**config.mk**
```make
export PLATFORM = sky130hd
export DESIGN_NAME = inst_fetch_unit_flat
export DESIGN_NICKNAME = d
export VERILOG_FILES = /design/src/rtl/inst_fetch_unit_pkg.sv /design/src/rtl/inst_fetch_unit_if.sv /design/src/rtl/inst_fetch_unit_fifo.sv /design/src/rtl/inst_fetch_unit.sv /design/src/flat_wrapper.sv
export SDC_FILE = /design/constraint.sdc
export NUM_CORES = 1
export LEC_CHECK = 0
export ABC_CLOCK_PERIOD_IN_PS = 5200
export CORE_ASPECT_RATIO = 2
export CORE_MARGIN = 1.5
export CORE_UTILIZATION = 35
export DETAILED_ROUTE_END_ITERATION = 16
export PLACE_DENSITY = 0.57
export SYNTH_ARGS = -nofsm -noshare
export SYNTH_HDL_FRONTEND = slang
export SYNTH_SLANG_ARGS = --single-unit
```
**constraint.sdc**
```tcl
create_clock -name i_clock -period 5.2 [get_ports i_clock]
set_input_delay 1.04 -clock i_clock [delete_from_list [all_inputs] [get_ports i_clock]]
set_output_delay 1.04 -clock i_clock [all_outputs]
set_load 0.05 [all_outputs]
```
**src/rtl/inst_fetch_unit_pkg.sv**
```systemverilog
// Shared processor types for the instruction fetch path: address and
// instruction widths, plus the packed entry kept in the fetch buffer.
package ProcessorDefs;

    localparam int unsigned INST_WIDTH = 32;
    localparam int unsigned ADDR_WIDTH = 32;

    typedef logic [ADDR_WIDTH-1:0] InstAddr;
    typedef logic [INST_WIDTH-1:0] Inst;

    // One buffered fetch: the word and the address it was fetched from.
    typedef struct packed {
        InstAddr pc;
        Inst     inst;
    } fetch_entry_t;

    localparam int unsigned FETCH_ENTRY_WIDTH = $bits(fetch_entry_t);

    // Sequential fetch address; natural 32-bit overflow wraps 0xFFFF_FFFC to 0.
    function automatic InstAddr next_inst_addr(input InstAddr pc);
        return pc + 32'd4;
    endfunction

endpackage

```
**src/rtl/inst_fetch_unit_if.sv**
```systemverilog
// Bundles the cache-side and decode-side handshakes of the fetch unit.
// master = fetch unit, slave = the cache/pipeline environment.
interface inst_fetch_unit_if;
    import ProcessorDefs::*;

    // Instruction cache core port
    InstAddr o_inst_addr;
    logic    o_inst_re;
    logic    i_inst_busy;
    Inst     i_inst_data;

    // Pipeline redirect
    logic    i_redirect;
    InstAddr i_redirect_pc;

    // Decode port
    logic    o_valid;
    Inst     o_inst;
    InstAddr o_pc;
    logic    i_ready;

    modport master (
        output o_inst_addr, o_inst_re, o_valid, o_inst, o_pc,
        input  i_inst_busy, i_inst_data, i_redirect, i_redirect_pc, i_ready
    );

    modport slave (
        input  o_inst_addr, o_inst_re, o_valid, o_inst, o_pc,
        output i_inst_busy, i_inst_data, i_redirect, i_redirect_pc, i_ready
    );

endinterface

```
**src/rtl/inst_fetch_unit_fifo.sv**
```systemverilog
// Small power-of-two FIFO holding fetched instructions between the cache
// and decode. Flush wins over push and pop; push is ignored when full and
// pop is ignored when empty so the occupancy can never over/underflow.
module fetch_fifo #(
    parameter int unsigned WIDTH = 64,
    parameter int unsigned DEPTH = 2,
    localparam int unsigned PW = $clog2(DEPTH),
    localparam int unsigned CW = $clog2(DEPTH + 1)
) (
    input  logic             clk,
    input  logic             rst_n,
    input  logic             flush,
    input  logic             push,
    input  logic             pop,
    input  logic [WIDTH-1:0] din,
    output logic [WIDTH-1:0] dout,
    output logic             full,
    output logic             empty,
    output logic [CW-1:0]    count
);

    localparam logic [CW-1:0] DEPTH_C = CW'(DEPTH);

    logic [WIDTH-1:0] mem_q [DEPTH];
    logic [WIDTH-1:0] mem_d [DEPTH];
    logic [PW-1:0]    wr_ptr_q, wr_ptr_d;
    logic [PW-1:0]    rd_ptr_q, rd_ptr_d;
    logic [CW-1:0]    count_q, count_d;
    logic             do_push_s;
    logic             do_pop_s;

    assign full      = (count_q == DEPTH_C);
    assign empty     = (count_q == {CW{1'b0}});
    assign count     = count_q;
    assign dout      = mem_q[rd_ptr_q];
    assign do_push_s = push & ~full;
    assign do_pop_s  = pop & ~empty;

    // Next storage, pointers and occupancy; simultaneous push and pop keep the count.
    always_comb begin
        mem_d    = mem_q;
        wr_ptr_d = wr_ptr_q;
        rd_ptr_d = rd_ptr_q;
        count_d  = count_q;
        if (flush) begin
            wr_ptr_d = {PW{1'b0}};
            rd_ptr_d = {PW{1'b0}};
            count_d  = {CW{1'b0}};
        end else begin
            if (do_push_s) begin
                mem_d[wr_ptr_q] = din;
                wr_ptr_d        = wr_ptr_q + PW'(1);
            end else begin
                wr_ptr_d = wr_ptr_q;
            end
            if (do_pop_s) begin
                rd_ptr_d = rd_ptr_q + PW'(1);
            end else begin
                rd_ptr_d = rd_ptr_q;
            end
            case ({do_push_s, do_pop_s})
                2'b10:   count_d = count_q + CW'(1);
                2'b01:   count_d = count_q - CW'(1);
                default: count_d = count_q;
            endcase
        end
    end

    // FIFO state registers, cleared asynchronously so no stale word survives reset.
    always_ff @(posedge clk or negedge rst_n) begin
        if (!rst_n) begin
            for (int i = 0; i < DEPTH; i++) begin
                mem_q[i] <= {WIDTH{1'b0}};
            end
            wr_ptr_q <= {PW{1'b0}};
            rd_ptr_q <= {PW{1'b0}};
            count_q  <= {CW{1'b0}};
        end else begin
            mem_q    <= mem_d;
            wr_ptr_q <= wr_ptr_d;
            rd_ptr_q <= rd_ptr_d;
            count_q  <= count_d;
        end
    end

endmodule

```
**src/rtl/inst_fetch_unit.sv**
```systemverilog
// Instruction fetch unit: walks the pc through the instruction cache, one
// request per cycle when the cache is not busy, and queues completed words
// for decode. A redirect restarts fetching at a new word-aligned target and
// throws away everything buffered or in flight.
module inst_fetch_unit import ProcessorDefs::*; #(
    parameter logic [31:0] RESET_PC   = 32'h0000_0000,
    parameter int unsigned FIFO_DEPTH = 2
) (
    input  logic               i_clock,
    input  logic               i_reset,
    inst_fetch_unit_if.master  bus
);

    localparam int unsigned   CW       = $clog2(FIFO_DEPTH + 1);
    localparam logic [CW-1:0] DEPTH_C  = CW'(FIFO_DEPTH);
    localparam InstAddr       START_PC = {RESET_PC[31:2], 2'b00};

    // Fetch FSM encoding: FETCH and WAIT both request, FULL parks the port.
    localparam logic [1:0] ST_FETCH = 2'd0;
    localparam logic [1:0] ST_WAIT  = 2'd1;
    localparam logic [1:0] ST_FULL  = 2'd2;

    logic [1:0]   state_q, state_d;
    InstAddr      pc_q, pc_d;
    logic         inst_re_q, inst_re_d;

    logic         complete_s;
    logic         push_s;
    logic         pop_s;
    logic         full_s;
    logic         empty_s;
    logic [CW-1:0] count_s;
    logic [CW-1:0] count_after_s;
    fetch_entry_t entry_in_s;
    fetch_entry_t head_s;

    // A request completes when it is presented and the cache is not stalling.
    // Redirect discards that completion and blocks any pop in the same cycle.
    assign complete_s = inst_re_q & ~bus.i_inst_busy;
    assign push_s     = complete_s & ~bus.i_redirect & ~full_s;
    assign pop_s      = ~empty_s & bus.i_ready & ~bus.i_redirect;
    assign entry_in_s = {pc_q, bus.i_inst_data};

    fetch_fifo #(
        .WIDTH (FETCH_ENTRY_WIDTH),
        .DEPTH (FIFO_DEPTH)
    ) u_fetch_fifo (
        .clk   (i_clock),
        .rst_n (i_reset),
        .flush (bus.i_redirect),
        .push  (push_s),
        .pop   (pop_s),
        .din   (entry_in_s),
        .dout  (head_s),
        .full  (full_s),
        .empty (empty_s),
        .count (count_s)
    );

    // Occupancy the buffer will hold after this cycle's push and pop.
    always_comb begin
        count_after_s = count_s;
        case ({push_s, pop_s})
            2'b10:   count_after_s = count_s + CW'(1);
            2'b01:   count_after_s = count_s - CW'(1);
            default: count_after_s = count_s;
        endcase
    end

    // Next fetch state, pc and request; the request is a flop so decode-side
    // ready and cache busy never reach the cache port combinationally.
    always_comb begin
        state_d   = state_q;
        pc_d      = pc_q;
        inst_re_d = inst_re_q;
        if (bus.i_redirect) begin
            state_d   = ST_FETCH;
            pc_d      = {bus.i_redirect_pc[31:2], 2'b00};
            inst_re_d = 1'b1;
        end else begin
            if (push_s) begin
                pc_d = next_inst_addr(pc_q);
            end else begin
                pc_d = pc_q;
            end
            if (count_after_s == DEPTH_C) begin
                state_d = ST_FULL;
            end else begin
                case (state_q)
                    ST_FETCH, ST_WAIT: state_d = (inst_re_q & bus.i_inst_busy) ? ST_WAIT : ST_FETCH;
                    ST_FULL:           state_d = ST_FETCH;
                    default:           state_d = ST_FETCH;
                endcase
            end
            inst_re_d = (state_d != ST_FULL);
        end
    end

    // Fetch state registers; reset parks the request low at the start pc.
    always_ff @(posedge i_clock or negedge i_reset) begin
        if (!i_reset) begin
            state_q   <= ST_FETCH;
            pc_q      <= START_PC;
            inst_re_q <= 1'b0;
        end else begin
            state_q   <= state_d;
            pc_q      <= pc_d;
            inst_re_q <= inst_re_d;
        end
    end

    assign bus.o_inst_addr = pc_q;
    assign bus.o_inst_re   = inst_re_q;
    assign bus.o_valid     = ~empty_s;
    assign bus.o_inst      = head_s.inst;
    assign bus.o_pc        = head_s.pc;

endmodule

```
**src/flat_wrapper.sv**
```systemverilog
// flat-port wrapper written by rule: the top's interface ports become plain ports
module inst_fetch_unit_flat import ProcessorDefs::*;
#(
    parameter logic [31:0] RESET_PC   = 32'h0000_0000,
    parameter int unsigned FIFO_DEPTH = 2
)
  (i_clock, i_reset, bus_o_inst_addr, bus_o_inst_re, bus_o_valid, bus_o_inst, bus_o_pc, bus_i_inst_busy, bus_i_inst_data, bus_i_redirect, bus_i_redirect_pc, bus_i_ready);
  inst_fetch_unit_if bus_i ();
  input  logic i_clock;
  input  logic i_reset;
  output wire logic [$bits(bus_i.o_inst_addr)-1:0] bus_o_inst_addr;
  output wire logic [$bits(bus_i.o_inst_re)-1:0] bus_o_inst_re;
  output wire logic [$bits(bus_i.o_valid)-1:0] bus_o_valid;
  output wire logic [$bits(bus_i.o_inst)-1:0] bus_o_inst;
  output wire logic [$bits(bus_i.o_pc)-1:0] bus_o_pc;
  input wire logic [$bits(bus_i.i_inst_busy)-1:0] bus_i_inst_busy;
  input wire logic [$bits(bus_i.i_inst_data)-1:0] bus_i_inst_data;
  input wire logic [$bits(bus_i.i_redirect)-1:0] bus_i_redirect;
  input wire logic [$bits(bus_i.i_redirect_pc)-1:0] bus_i_redirect_pc;
  input wire logic [$bits(bus_i.i_ready)-1:0] bus_i_ready;
  assign bus_o_inst_addr = bus_i.o_inst_addr;
  assign bus_o_inst_re = bus_i.o_inst_re;
  assign bus_o_valid = bus_i.o_valid;
  assign bus_o_inst = bus_i.o_inst;
  assign bus_o_pc = bus_i.o_pc;
  assign bus_i.i_inst_busy = bus_i_inst_busy;
  assign bus_i.i_inst_data = bus_i_inst_data;
  assign bus_i.i_redirect = bus_i_redirect;
  assign bus_i.i_redirect_pc = bus_i_redirect_pc;
  assign bus_i.i_ready = bus_i_ready;
  inst_fetch_unit #(.RESET_PC(RESET_PC), .FIFO_DEPTH(FIFO_DEPTH)) u_core (.i_clock(i_clock), .i_reset(i_reset), .bus(bus_i));
endmodule
```
==> results.json, run 1 <==
{
  "status": "finished clean",
  "setup_viol": 0,
  "port_buffers": 160,
  "gp_congestion": 0.766,
  "cts-resized-gates": 0,
  "worst_slew_pin_slew_ns": 0.973,
  "synth_edf_count": 0,
  "ys_ff_latch": 159,
  "place.detailed.hpwl_mm": 13.7,
  "max_freq_mhz": 269,
  "grt_pass1_wl_mm": 31.5,
  "finClkSkew_ns": 0.0109,
  "cts_buffers": 17,
  "synth_cell_types": 43,
  "fin_hold_ws_ns": 0.501,
  "dieArea_mm2": 0.0225,
  "rows": 75,
  "gr-total-overflow": 0,
  "wl_per_cell_um": 19.2,
  "die_w_um": 107,
  "cp_max_fo": 33,
  "tritoncts": "built",
  "worst-endpoint-required_ns": 4.16,
  "path_cells": "buf_4 -> mux2_2 -> clkdlybuf4s50_1",
  "finalSetupTns_ns": 0,
  "drc_errors": 0,
  "syn_area_per_cell_um2": 12.6,
  "clk_path_buf_depth": 2,
  "synth_warnings": 0,
  "p_leak_nw": 4.00,
  "io_pins": 167,
  "h-tree-depth": 4,
  "fin_crit_sh_pct": 71.4,
  "ir_drop_uv": 322,
  "path_delay_family": "buffers and inverters",
  "wl_mm": 19.8,
  "synthCells": 600,
  "timing.final.hold_violations": 0,
  "root_buffer": "clkbuf_16",
  "slew_headroom_pct": 35.1,
  "start_kind": "flip-flop",
  "die_h_um": 210,
  "ys_seq_area_share_pct": 52.8,
  "ctsHoldBuffers": 0,
  "first_iter_violations": 210,
  "nFillCells": 1950,
  "layout-drive-gt1-share_pct": 30.8,
  "grt_max_degree": 88,
  "multi_input_area_mm2": 0.00336,
  "clkTransAtPathRegs_ns": 0.06,
  "cts_sinks": 159,
  "area_delta_synth_final_pct": 32.8,
  "clkLatencyLatePin_ns": 0.43,
  "synth_top_area_cell": "dfrtp_1",
  "synth.most_common_cell": "mux2_2",
  "end_kind": "primary output",
  "first_pass_iters": 7,
  "slew_violations": 0,
  "antenna_left": 0,
  "post-route-min-period_ns": 3.71,
  "initial_core_util_pct": 35.8,
  "hold_class": "reg2reg",
  "syn-cell-area_mm2": 0.00753,
  "critPathSlowestCell": "clkdlybuf4s50_1",
  "cpPeakStageDelay_ns": 0.70,
  "nets": 824,
  "seq_area_mm2": 0.00398,
  "cap_violations": 0,
  "p_per_area_mw_per_mm2": 668,
  "cp.arrival_ns": 2.67,
  "vias": 5374,
  "ys_top_cells_by_count": "mux2_2, dfrtp_1, nand2_1",
  "utilization_pct": 47.6,
  "grt_pass1_vias": 5855,
  "antenna_found_initial": 0,
  "critPathBufInv": 2,
  "vias_per_cell": 5.21,
  "antenna_cells": 0,
  "grt.total_usage_pct": 18.2,
  "synth_top_area_share_pct": 52.8,
  "synth.top_cells.by_area": "dfrtp_1, mux2_2, nand2_1",
  "ys_async_sr_fraction_pct": 100,
  "synthFlopType": "dfrtp_1",
  "rsz0062_at_grt": "false",
  "post_cts.repair.setup_buffers": 0,
  "core-area_mm2": 0.0210,
  "critical_path_class": "reg2out"
}
-- path summary, 6_finish.rpt --
| kind | from | end | slack, ns | depth (start not counted) |
|---|---|---|---|---|
| setup / recovery | u_core.u_fetch_fifo.rd_ptr_q | bus_o_pc[29] | 1.49 | 3 |
| hold / removal | u_core.u_fetch_fifo.mem_q[62] | u_core.u_fetch_fifo.mem_q[62] | 0.50 | 1 |
| setup reg to reg | u_core.u_fetch_fifo.count[0] | u_core.u_fetch_fifo.mem_q[88] | 2.49 | 8 |
| hold reg to reg | u_core.u_fetch_fifo.mem_q[62] | u_core.u_fetch_fifo.mem_q[62] | 0.50 | 1 |
| max in group asynchronous | i_reset | u_core.u_fetch_fifo.mem_q[18] | 3.45 | 2 |
| min in group asynchronous | i_reset | u_core.u_fetch_fifo.mem_q[36] | 0.68 | 1 |
-- cell type report --
class | instances | share of cell area [%]
Inverter | 10 | 0.375
Sequential cell | 159 | 39.8
Multi-Input combinational cell | 393 | 33.6
Clock inverter | 12 | 1.63
Timing Repair Buffer | 169 | 16.8
Tap cell | 269 | 3.36
Clock buffer | 20 | 4.47
-- worst reg2reg max path, delay by kind of cell (launching register included) --
family,cells,cell delay [ns]
DFF,1,0.37
buffers and inverters,3,0.66
muxes,1,0.40
adders and majority gates,1,0.23
and+or+nand+nor,3,0.93
-- cell families (layout without fill, tap and decap cells) --
| kind of cell | count (synthesis) | after routing | synth area share (%) |
|---|---|---|---|
| adders and majority gates | 5 | 5 | 0.831 |
| DFF | 159 | 159 | 52.8 |
| buffers and inverters | 51 | 211 | 2.94 |
| other | 1 | 4 | 0.0498 |
| muxes | 188 | 188 | 28.1 |
| xor gates and xnor gates | 14 | 14 | 1.63 |
| and+or+nand+nor | 132 | 132 | 9.29 |
| AOI/OAI and AO/OA | 50 | 50 | 4.35 |
-- sequential cells by signal, indices dropped and copies added, names as in the netlist --
name                          flops
u_core.bus.o_inst_addr           30
u_core.bus.o_inst_re              1
u_core.u_fetch_fifo.count         2
u_core.u_fetch_fifo.mem_q       124
u_core.u_fetch_fifo.rd_ptr_q      1
u_core.u_fetch_fifo.wr_ptr_q      1
-- placed cells by master, fill, tap and decap left out, drive strengths merged, types with 2 or more instances in the layout --
master and n:
mux2 186, clkdlybuf4s50 159, dfrtp 159, nand2 35
nor2 28, clkbuf 20, o21ai 15, nand3 15
or4 14, a31oi 13, xnor2 11, inv 10
o31ai 10, nand4 10, buf 10, clkinv 7
nor4 6, ha 5, conb 4, nor2b 3
or3 3, and4 3, nand4b 3, o211ai 3
nor3 3, xor2 3, bufinv 3, nand2b 2
mux2i 2, or2 2, and3 2, o41ai 2
clkinvlp 2, or3b 2
-- power breakdown --
group,internal (mW),switching (mW),leakage (nW),total [mW]
clock,0.772,0.522,0.290,1.29
combinational,1.40,1.93,1.82,3.32
sequential,1.76,0.311,1.89,2.07
-- through the flow --
step	std cells	cell area [um2]	setup slack (ns)	power, mW
floorplan	603	7540	2.49	4.40
CTS	1032	10000	1.44	6.77
global route	1032	10000	1.42	7.00
detailed placement	1000	9390	1.64	5.45
global placement	1000	9390	1.68	5.35
finish	1032	10000	1.49	6.69
-- layer usage --
metal  track usage (%)  wire length, um
met2              35.4            11400
met1              18.5             7180
met5                 0                0
met3              3.15              768
met4              7.45              405
(Power assumes the default switching activity.)
==> run 2, diff against run 1 <==
Settings changed: ABC_CLOCK_PERIOD_IN_PS 5200 to 3200, PLACE_DENSITY 0.57 to 0.59.
Clock period 5.2 ns to 3.2 ns, I/O delays scaled along.
==> results.json, run 2 (synthesis gave the netlist of run 1 again) <==
{
  "core-area_mm2": 0.0210,
  "cpPeakStageDelay_ns": 0.71,
  "worst_slew_pin_slew_ns": 0.642,
  "ctsHoldBuffers": 0,
  "drc_errors": 0,
  "vias_per_cell": 5.14,
  "antenna_left": 0,
  "final_cell_mix": "mux2_2, clkdlybuf4s50_1, dfrtp_1",
  "grt_max_degree": 64,
  "slew_headroom_pct": 57.2,
  "max_freq_mhz": 340,
  "top_register": "u_core.u_fetch_fifo.mem_q",
  "final_common_cell": "mux2_2",
  "timing.final.hold_violations": 0,
  "fin_ws_ns": 0.259,
  "clkLatencyLatePin_ns": 0.43,
  "clk_path_buf_depth": 2,
  "finClkSkew_ns": 0.0105,
  "hold_class": "in2async",
  "post_cts.repair.setup_buffers": 0,
  "grt_pass1_wl_mm": 31.2,
  "cts_buffers": 17,
  "wl_per_cell_um": 18.8,
  "cp_max_fo": 63,
  "critPathSlowestCell": "clkdlybuf4s50_1",
  "p_per_area_mw_per_mm2": 1080,
  "area_delta_synth_final_pct": 33.5,
  "dieArea_mm2": 0.0225,
  "die_w_um": 107,
  "place_worst_setup_slack_ns": 0.316,
  "port_buffers": 160,
  "cp.arrival_ns": 2.30,
  "worst-endpoint-required_ns": 2.56,
  "p_leak_nw": 4.03,
  "grt.total_usage_pct": 18.3,
  "fin_hold_ws_ns": 0.178,
  "gr-total-overflow": 0,
  "fin_crit_sh_pct": 91.9,
  "layout-drive-gt1-share_pct": 31.2,
  "clkTransAtPathRegs_ns": 0.07,
  "largest_register_ffs": 124,
  "tritoncts": "built",
  "h-tree-depth": 4,
  "place_inst": 1005,
  "slew_violations": 0,
  "post_dp_cell_area_mm2": 0.00944,
  "wl_mm": 19.5,
  "nFillCells": 1928,
  "critical_path_class": "reg2out",
  "setup_viol": 0,
  "start_kind": "flip-flop",
  "die_h_um": 210,
  "first_pass_iters": 4,
  "post-route-min-period_ns": 2.94,
  "status": "finished clean",
  "initial_core_util_pct": 35.8,
  "end_kind": "primary output",
  "rows": 75,
  "first_iter_violations": 137,
  "ir_drop_uv": 656,
  "cts-resized-gates": 0,
  "place.detailed.hpwl_mm": 13.7,
  "root_buffer": "clkbuf_16",
  "grt_pass1_vias": 5786,
  "nets": 829,
  "cap_violations": 0,
  "rsz0062_at_grt": "false",
  "cts_sinks": 159,
  "antenna_found_initial": 1,
  "vias": 5330,
  "r2r_cells": 6,
  "io_pins": 167,
  "layout.cells.non_filler": 1036,
  "gp_congestion": 0.832,
  "design_area_mm2": 0.0101,
  "path_cells": "buf_12 -> mux2_2 -> clkdlybuf4s50_1",
  "finalSetupTns_ns": 0
}
run 2: cell count changes in the layout (fill, tap and decap cells not counted), moves of 2 or more:
cell        change
clkbuf_8        +3
clkinv_4        -3
clkinvlp_4      -2
buf_4           +4
run 2: critical path, delay by kind of cell (launching register included):
kind / cells / cell delay [ns]
buf+inv: 2 / 1.05
mux: 1 / 0.41
flops: 1 / 0.37
run 2: routing by layer:
metal | wire, um | share of wire, % | global-route usage [%]
met4 | 443 | 2.3 | 7.63
met3 | 802 | 4.1 | 4.73
met5 | 0 | 0 | 0
met1 | 7090 | 36 | 18.9
met2 | 11200 | 57 | 34.2
run 2: metrics by stage:
step | total power, mW | utilization (%)
after global routing | 11.4 | 47.8
after CTS | 11.0 | 47.8
after global placement | 8.72 | 44.9
final | 10.9 | 47.8
after floorplan | 7.16 | -
after detailed placement | 8.87 | 44.9
run 2: layout make-up:
| cell class | count | area [um2] | area share [%] |
|---|---|---|---|
| antenna | 1 | 2.50 | 0.0249 |
| clock buffer | 22 | 484 | 4.82 |
| clock inverter | 8 | 130 | 1.29 |
| inverter | 10 | 37.5 | 0.373 |
| multi-input combinational | 393 | 3350 | 33.3 |
| sequential | 159 | 3980 | 39.6 |
| tap | 269 | 337 | 3.35 |
| timing repair buffer | 174 | 1730 | 17.2 |
run 2: final timing paths:
kind                       slack, ns                        endpoint                           start
min in group i_clock            0.50  u_core.u_fetch_fifo.mem_q[126]  u_core.u_fetch_fifo.mem_q[126]
min                             0.18    u_core.u_fetch_fifo.count[1]                         i_reset
min reg2reg                     0.50  u_core.u_fetch_fifo.mem_q[126]  u_core.u_fetch_fifo.mem_q[126]
max reg2reg                     0.75      u_core.bus.o_inst_addr[30]    u_core.u_fetch_fifo.count[0]
max in group asynchronous       2.09  u_core.u_fetch_fifo.mem_q[112]                         i_reset
max                             0.26                    bus_o_pc[29]    u_core.u_fetch_fifo.rd_ptr_q
run 2: power breakdown:
group | switching, mW | internal, mW | total [mW]
clock | 0.823 | 1.31 | 2.13
combinational | 3.16 | 2.29 | 5.45
sequential | 0.476 | 2.86 | 3.33
==> patch (settings of run 1) <==
Reset style: synchronous (`i_reset` and `rst_n`), changed in 2 clocked blocks. Comments in the files are not updated.
--- a/src/rtl/inst_fetch_unit_fifo.sv
+++ b/src/rtl/inst_fetch_unit_fifo.sv
@@ -67,7 +67,7 @@
     end
 
     // FIFO state registers, cleared asynchronously so no stale word survives reset.
-    always_ff @(posedge clk or negedge rst_n) begin
+    always_ff @(posedge clk) begin
         if (!rst_n) begin
             for (int i = 0; i < DEPTH; i++) begin
                 mem_q[i] <= {WIDTH{1'b0}};
--- a/src/rtl/inst_fetch_unit.sv
+++ b/src/rtl/inst_fetch_unit.sv
@@ -97,7 +97,7 @@
     end
 
     // Fetch state registers; reset parks the request low at the start pc.
-    always_ff @(posedge i_clock or negedge i_reset) begin
+    always_ff @(posedge i_clock) begin
         if (!i_reset) begin
             state_q   <= ST_FETCH;
             pc_q      <= START_PC;
Function: differs if i_reset is asserted again (counterexample within 4 cycles, from zero or initial values and one cycle with i_reset low); with i_reset held inactive, the same outputs for 4 cycles.
==> patch against run 1 <==
  * Final area is 6.6% lower
  * Worst setup slack better by 52 ps
  * Maximum frequency is 1.4% higher
  * Routed wire length is 1.1% higher
  * Die area is 8.3% lower
  * Synthesized cell count is 42% higher
  * Synthesized area is 8.5% lower
  * Sequential cell count stayed put
Power is not compared: it rests on default switching activity, and its combinational part moved more than twofold at a synthesized area within 25%.
==> patch: results <==
metrics = {
    "worst_setup_path": {
        "endpoint": "bus_o_pc[3]",
        "crit_slowest_cell": "dfxtp_4",
        "path_max_fanout": 63,
        "ff2ff_setup_slack_ps": 2520,
        "r2r_end": "u_core.u_fetch_fifo.mem_q[47]$_SDFFE_PN0P_",
        "reg2regPathDepth": 10,
        "cp_top_family": "flip-flops",
        "cpPeakStageDelay_ps": 940,
        "crit_start": "u_core.u_fetch_fifo.rd_ptr_q$_SDFFE_PP0P_",
        "reg2reg_from": "u_core.u_fetch_fifo.count[0]$_SDFFE_PP0P_",
    },
    "synth": {
        "yosysSeqAreaShare": 0.462,
        "yosys_warnings": 0,
        "synth_xor_xnor_area_share": 0.0368,
        "synth_compound_gate_area_share": 0.139,
        "synth_ff_type": "dfxtp_1",
        "synth_area_leaders": "dfxtp_1, nand2_1, a21oi_1, mux2_2, clkbuf_1",
        "synthArstFlopShare": 0,
        "muxShareOfSynthArea": 0.103,
        "yosysTopAreaCellShare": 0.462,
        "synthAdderAreaFrac": 0.0109,
        "synth.top_cells.by_count": "nand2_1, dfxtp_1, a21oi_1, mux2_2, clkbuf_1",
        "synth_top_family_by_area": "simple AND/OR/NAND/NOR gates",
        "synth_cells": 851,
        "synthDistinctLibCells": 42,
    },
    "place": {
        "dp_cells": 1222,
        "gp_congestion": 0.775,
        "dpl.hpwl_um": 13000,
        "dpl_worst_slack_ps": 1560,
        "dpl-instance-area_um2": 8730,
    },
    "clocking": {
        "root_buffer": "clkbuf_16",
        "post_cts_buffers": 0,
        "cts.clk_slew.worst_paths_ps": 60,
        "numCtsBuffers": 17,
        "post_cts_resized": 0,
        "htreeDepth": 4,
    },
    "sta": {
        "tightest_slew_ps": 973,
        "whs_ps": 450,
        "fin_skew_ps": 6.49,
        "fmax_ghz": 0.273,
    },
    "route": {
        "vias": 6144,
        "avgRoutedWirePerCell_um": 15.9,
        "first_iter_violations": 202,
        "drtPass1Iterations": 4,
        "wl_um": 20000,
    },
    "global_route": {
        "antenna_found_initial": 1,
        "grtUsageTotal": 0.203,
        "grt_max_degree": 73,
        "grt_pass1_wl_um": 32300,
    },
    "outcome": {
        "status": "complete, no violations",
    },
    "layout": {
        "top_register": "u_core.u_fetch_fifo.mem_q",
        "finalNetCount": 1057,
        "drive_gt1_frac": 0.118,
        "largest_reg_flops": 124,
    },
    "worst_hold_path": {
        "holdPathEnd": "u_core.u_fetch_fifo.mem_q[18]$_SDFFE_PN0P_",
        "hold_depth": 2,
        "hold_path_startpoint": "u_core.u_fetch_fifo.mem_q[18]$_SDFFE_PN0P_",
    },
    "power_and_ir_drop": {
        "switchingPower_mw": 0.756,
    },
}
[patch: final cells by class]
type	count	area [um^2]
antenna	1	2.50
clock buffer	19	443
clock inverter	12	166
fill	1986	9930
inverter	11	43.8
multi-input combinational	619	3420
sequential	159	3190
tap	259	324
timing repair buffer	174	1760
[patch: routing by layer]
metal  vias to the layer above  wire length (um)  track usage
li1                       3112                 -            -
met1                      2843              7980        0.233
met2                       159             10800        0.357
met3                        30               763       0.0365
met4                         0               493       0.0886
met5                         -                 0            0
[patch: tightest hold or removal path, delay by kind of cell (launching register included)]
family             cells  cell delay, ps
and+or+nand+nor        1              50
DFF                    1             300
AOI/OAI and AO/OA      1              50
[patch: power by group through the flow]
stage / Clock (mW) / Sequential [mW] / Combinational (mW)
floorplan: 0 / 1.36 / 0.164
global placement: 0 / 1.32 / 0.353
detailed placement: 0 / 1.32 / 0.353
CTS: 1.35 / 1.29 / 0.355
global route: 1.39 / 1.30 / 0.376
finish: 1.31 / 1.29 / 0.352
